<file path="config.mk">
export PLATFORM = sky130hd
export DESIGN_NAME = uart_tx_feeder
export DESIGN_NICKNAME = d
export VERILOG_FILES = /design/src/rtl/uart_tx_feeder.sv
export SDC_FILE = /design/constraint.sdc
export NUM_CORES = 1
export LEC_CHECK = 0
export BUFFER_PORTS_ARGS = -buffer_cell sky130_fd_sc_hd__buf_2
export CORE_ASPECT_RATIO = 1.75
export CORE_MARGIN = 2
export CORE_UTILIZATION = 60
export DETAILED_ROUTE_END_ITERATION = 7
export GPL_TIMING_DRIVEN = 0
export PLACE_DENSITY_LB_ADDON = 0.12
export SLEW_MARGIN = 20
export SYNTH_ARGS = -nofsm -noshare
export SYNTH_HDL_FRONTEND = slang
export SYNTH_SLANG_ARGS = --single-unit
</file>
<file path="constraint.sdc">
create_clock -name clk -period 3.17 [get_ports clk]
set_clock_uncertainty 0.1 [all_clocks]
set_input_delay 0.634 -clock clk [delete_from_list [all_inputs] [get_ports clk]]
set_output_delay 0.634 -clock clk [all_outputs]
set_load 0.005 [all_outputs]
</file>
<file path="src/rtl/uart_tx_feeder.sv">
// uart_tx_feeder: byte FIFO and launch FSM driving a UART transmit port.
// Optional launch timeout is enabled by defining UART_FEEDER_TIMEOUT_EN.
module uart_tx_feeder #(
  parameter int DATA_WIDTH     = 8,
  parameter int DEPTH          = 16,
  parameter int TIMEOUT_CYCLES = 64
) (
  input  logic                       clk,
  input  logic                       rst,
  input  logic [DATA_WIDTH-1:0]      in_data,
  input  logic                       in_valid,
  output logic                       in_ready,
  output logic [DATA_WIDTH-1:0]      TX_data,
  output logic                       transmit,
  input  logic                       busy,
  output logic [$clog2(DEPTH):0]     count,
  output logic                       full,
  output logic                       empty,
  output logic                       overflow,
  output logic                       launch_error
);
  localparam int AW = $clog2(DEPTH);

  typedef enum logic [1:0] {IDLE, LAUNCH, WAIT_DONE} state_t;

  state_t                state, state_n;
  logic [DATA_WIDTH-1:0] mem [DEPTH];
  logic [AW-1:0]         wptr, rptr;
  logic                  push, pop, transmit_n, tmo;

  assign full     = count == (AW+1)'(DEPTH);
  assign empty    = count == '0;
  assign in_ready = !full;
  assign push     = in_valid && in_ready;

`ifdef UART_FEEDER_TIMEOUT_EN
  localparam int TW = $clog2(TIMEOUT_CYCLES) + 1;
  logic [TW-1:0] tcnt;
  assign tmo = state == LAUNCH && !busy && tcnt == TW'(TIMEOUT_CYCLES - 1);
  // Launch watchdog: counts busy-low cycles since entering LAUNCH
  always_ff @(posedge clk) begin
    if (!rst) begin
      tcnt         <= '0;
      launch_error <= 1'b0;
    end else begin
      tcnt         <= state == LAUNCH ? tcnt + 1'b1 : '0;
      launch_error <= tmo;
    end
  end
`else
  assign tmo          = 1'b0;
  assign launch_error = 1'b0;
`endif

  // Next-state and pop decision for the UART handshake
  always_comb begin
    state_n    = state;
    pop        = 1'b0;
    transmit_n = transmit;
    if (state == IDLE && !empty && !busy) begin
      pop        = 1'b1;
      transmit_n = 1'b1;
      state_n    = LAUNCH;
    end else if (state == LAUNCH && busy) begin
      transmit_n = 1'b0;
      state_n    = WAIT_DONE;
    end else if (tmo) begin
      transmit_n = 1'b0;
      state_n    = IDLE;
    end else if (state == WAIT_DONE && !busy) begin
      state_n    = IDLE;
    end
  end

  // Storage array; not reset, contents are only meaningful between pointers
  always_ff @(posedge clk) begin
    if (push) mem[wptr] <= in_data;
  end

  // State, pointers, occupancy and registered outputs
  always_ff @(posedge clk) begin
    if (!rst) begin
      state    <= IDLE;
      wptr     <= '0;
      rptr     <= '0;
      count    <= '0;
      TX_data  <= '0;
      transmit <= 1'b0;
      overflow <= 1'b0;
    end else begin
      state    <= state_n;
      transmit <= transmit_n;
      overflow <= in_valid && !in_ready;
      count    <= count + {{AW{1'b0}}, push} - {{AW{1'b0}}, pop};
      if (push) wptr <= wptr + 1'b1;
      if (pop) begin
        TX_data <= mem[rptr];
        rptr    <= rptr + 1'b1;
      end
    end
  end
endmodule

</file>
==> out/qor.txt <==
Run status -> complete, no violations
Period utilisation layout -> 97.2%
Sequential share of power -> 43.5%
Max Freq -> 324 MHz
GR Overflow Total -> 0
Final ANT Viol Nets -> 0
Post-synth top area cell -> edfxtp_1
DRC violations left -> 0
Crit-path max FO -> 4
Yosys reg bits -> 153
CTS sink cnt -> 153
Gr usage total -> 22.9%
Via Count -> 3175
Syn Nets -> 362
Critical Path Start -> count[3]
Antenna cell count -> 0
Critical path capture point type -> register
Unique masters post-synth -> 39
CP required -> 3380 ps
Synthesized cell area -> 6220 sq um
Arrival @ worst endpoint -> 3290 ps
Multi-input gate area -> 1750 sq um
Yosys warns -> 0
Layout cells sized above 1 -> 23.3%
Synth Instances -> 338
Core area -> 10200 sq um
RSZ-0062 raised after global routing -> no
Filler cell count -> 666
Fin. max-slew vios -> 0
Layout Nets -> 411
Final setup viols -> 0
Clock Power Share -> 36.7%
Final Instance Area -> 7180 sq um
Pwr dens -> 767 nW/um^2
Startpoint Class -> register
Sequential Area -> 4340 sq um
Initial Util -> 61.2%
R2r endpoint -> count[4]
WS Path Type -> reg -> reg
Leakage -> 2.50 nW
TNS Setup -> 0 ps
Hold Crit Class -> in -> reg
DP Wirelength -> 7920 microns
DRT Pass-1 Iters -> 5
Total CTS buffers -> 17
Sw frac -> 25.9%
R2r startpoint -> count[3]
Post-cts hold buffer count -> 0
Clock transition at path regs -> 60 ps
Top-area cell type share of the netlist area -> 61.7%
Crit path to -> count[4]
Syn Area/Cell -> 18.4 sq um
Most common cell after layout, fill and taps aside -> edfxtp_1
Switch Pwr -> 1.42 mW
# port buffers -> 28
Register area share after synthesis -> 69.8%
Vias in the first global route -> 3139
Area Overhead vs Synth -> 15.3%
R2R depth -> 13
WL/cell -> 22.6 microns
CTS tree -> built
Clock Latency Late Sink -> 420 ps
H-tree depth -> 4
Minimum clock period -> 3080 ps
Longest Clk Path Bufs -> 2
Clock Tree Root -> clkbuf_16
Maximum Capacitance Violations -> 0
Die Width -> 81.0 microns
Most frequent cells in the layout -> 128 x edfxtp_1, 32 x buf_2, 25 x dfxtp_1, 25 x mux4_1, 17 x clkbuf_16
R2r setup slk -> 90 ps
# IOs -> 31
Relative slew slack -> 46.4%
DR vias/cell -> 6.04
DP Area -> 6540 sq um
Largest net degree at the start of global routing -> 17
Placer Congestion -> 0.793
VDD IR max -> 0.000540 V
Die area -> 11200 sq um
Num rows -> 49
Final Hold Fails -> 0
Final wirelength -> 11900 microns
Internal Power -> 4.08 mW
Combinational share of power -> 19.8%
Starting DRT DRC Count -> 185
Initial antenna violation count -> 0
Slew @ Worst Pin -> 801 ps
First-pass GRT wire length -> 17800 microns
Die Y-Extent -> 139 microns
Synth area leaders -> edfxtp_1 62%, mux4_1 11%, dfxtp_1 8.0%, mux2i_1 2.6%, mux4_2 2.5%
[registers in the layout, indices dropped and copies added, names as in the netlist]
name      flops
transmit      1
count         5
mem         128
rptr          4
TX_data       8
wptr          4
state         2
overflow      1
[Yosys cell counts, drive strengths merged]
cell type and n:
mux4 32, and3 3, fa 1, conb 1, inv 11, xnor2 6, or4b 1, nor2 15
o211a 1, nand2b 3, or3 2, ha 11, dfxtp 25, a21oi 3, o21ai 4, xor2 2
clkbuf 6, and2 11, edfxtp 128, a21boi 4, a21o 1, nand4bb 1, nand3 13, nor3 5
buf 12, mux2i 16, nand3b 1, nand2 11, o221ai 8
[how the worst min path moves through the flow]
stage | cells after the start | from | end
finish | 2 | in_valid | overflow
global route | 2 | in_valid | overflow
CTS | 2 | in_valid | overflow
detailed placement | 2 | TX_data[6] | TX_data[6]
global placement | 2 | TX_data[6] | TX_data[6]
floorplan | 2 | TX_data[0] | TX_data[0]
[critical path, stage by stage, from the launching register on]
cell and delay [ps]:
dfxtp_1 330, inv_1 80, ha_2 190, or4b_4 500, nand2_4 80, inv_2 60
ha_1 270, inv_1 40, ha_2 180, fa_2 420, a21oi_2 150, nor2_1 60
or3_1 330, and3_1 180
[layer usage]
metal	wire (microns)	share of wire (%)	global-route usage, %	vias to the layer above
met3	583	4.9	5.66	28
met2	6290	53	37.8	127
met4	485	4.1	10.9	0
met1	4530	38	27.9	1579
li1	-	-	-	1441
met5	0	0	0	-
[power by group through the flow]
stage	Combinational, mW	Clock [mW]	Sequential (mW)
CTS	1.06	2.05	2.39
global placement	1.00	0	2.43
finish	1.09	2.02	2.39
global route	1.20	2.12	2.41
floorplan	0.699	0	2.43
detailed placement	1.02	0	2.44
[timing repair]
item / 4_1_cts / 5_1_grt
gates resized for setup: 2 / 4
pin swaps: 0 / 1
cloned: 0 / 0
setup endpoints to repair: 1 / 1
setup buffers: 1 / 2
[through the flow]
| step | utilization (%) | instances | total power, mW | setup WS (ps) | hold WS, ps |
|---|---|---|---|---|---|
| 2_1_floorplan | - | 338 | 3.12 | 202 | 377 |
| 3_3_place_gp | 64.1 | 493 | 3.43 | -16.7 | 367 |
| 3_5_place_dp | 64.3 | 493 | 3.46 | -48.3 | 382 |
| 4_1_cts | 70.3 | 524 | 5.50 | 53.5 | 385 |
| 5_1_grt | 70.5 | 526 | 5.73 | 0.728 | 399 |
| 6_report | 70.5 | 526 | 5.50 | 87.3 | 394 |
[cell type report]
type | count | share of cell area [%]
multi-input cells | 156 | 24.3
repair buffers | 31 | 2.27
plain buffers | 17 | 1.76
well taps | 127 | 2.21
clock inverters | 13 | 2.32
flip-flops and latches | 153 | 60.5
clock buffers | 18 | 5.98
inverters | 11 | 0.575
[cell families (layout without fill, tap and decap cells)]
family | count (synthesis) | in the layout | share of synthesized area [%]
DFF | 153 | 153 | 69.8
and+or+nand+nor | 66 | 66 | 5.63
muxes | 48 | 48 | 15.7
xor gates and xnor gates | 8 | 8 | 1.13
buffers and inverters | 29 | 90 | 2.75
AOI/OAI and AO/OA | 21 | 21 | 2.45
other | 1 | 1 | 0.0602
adders and majority gates | 12 | 12 | 2.53
(Power assumes the default switching activity.)
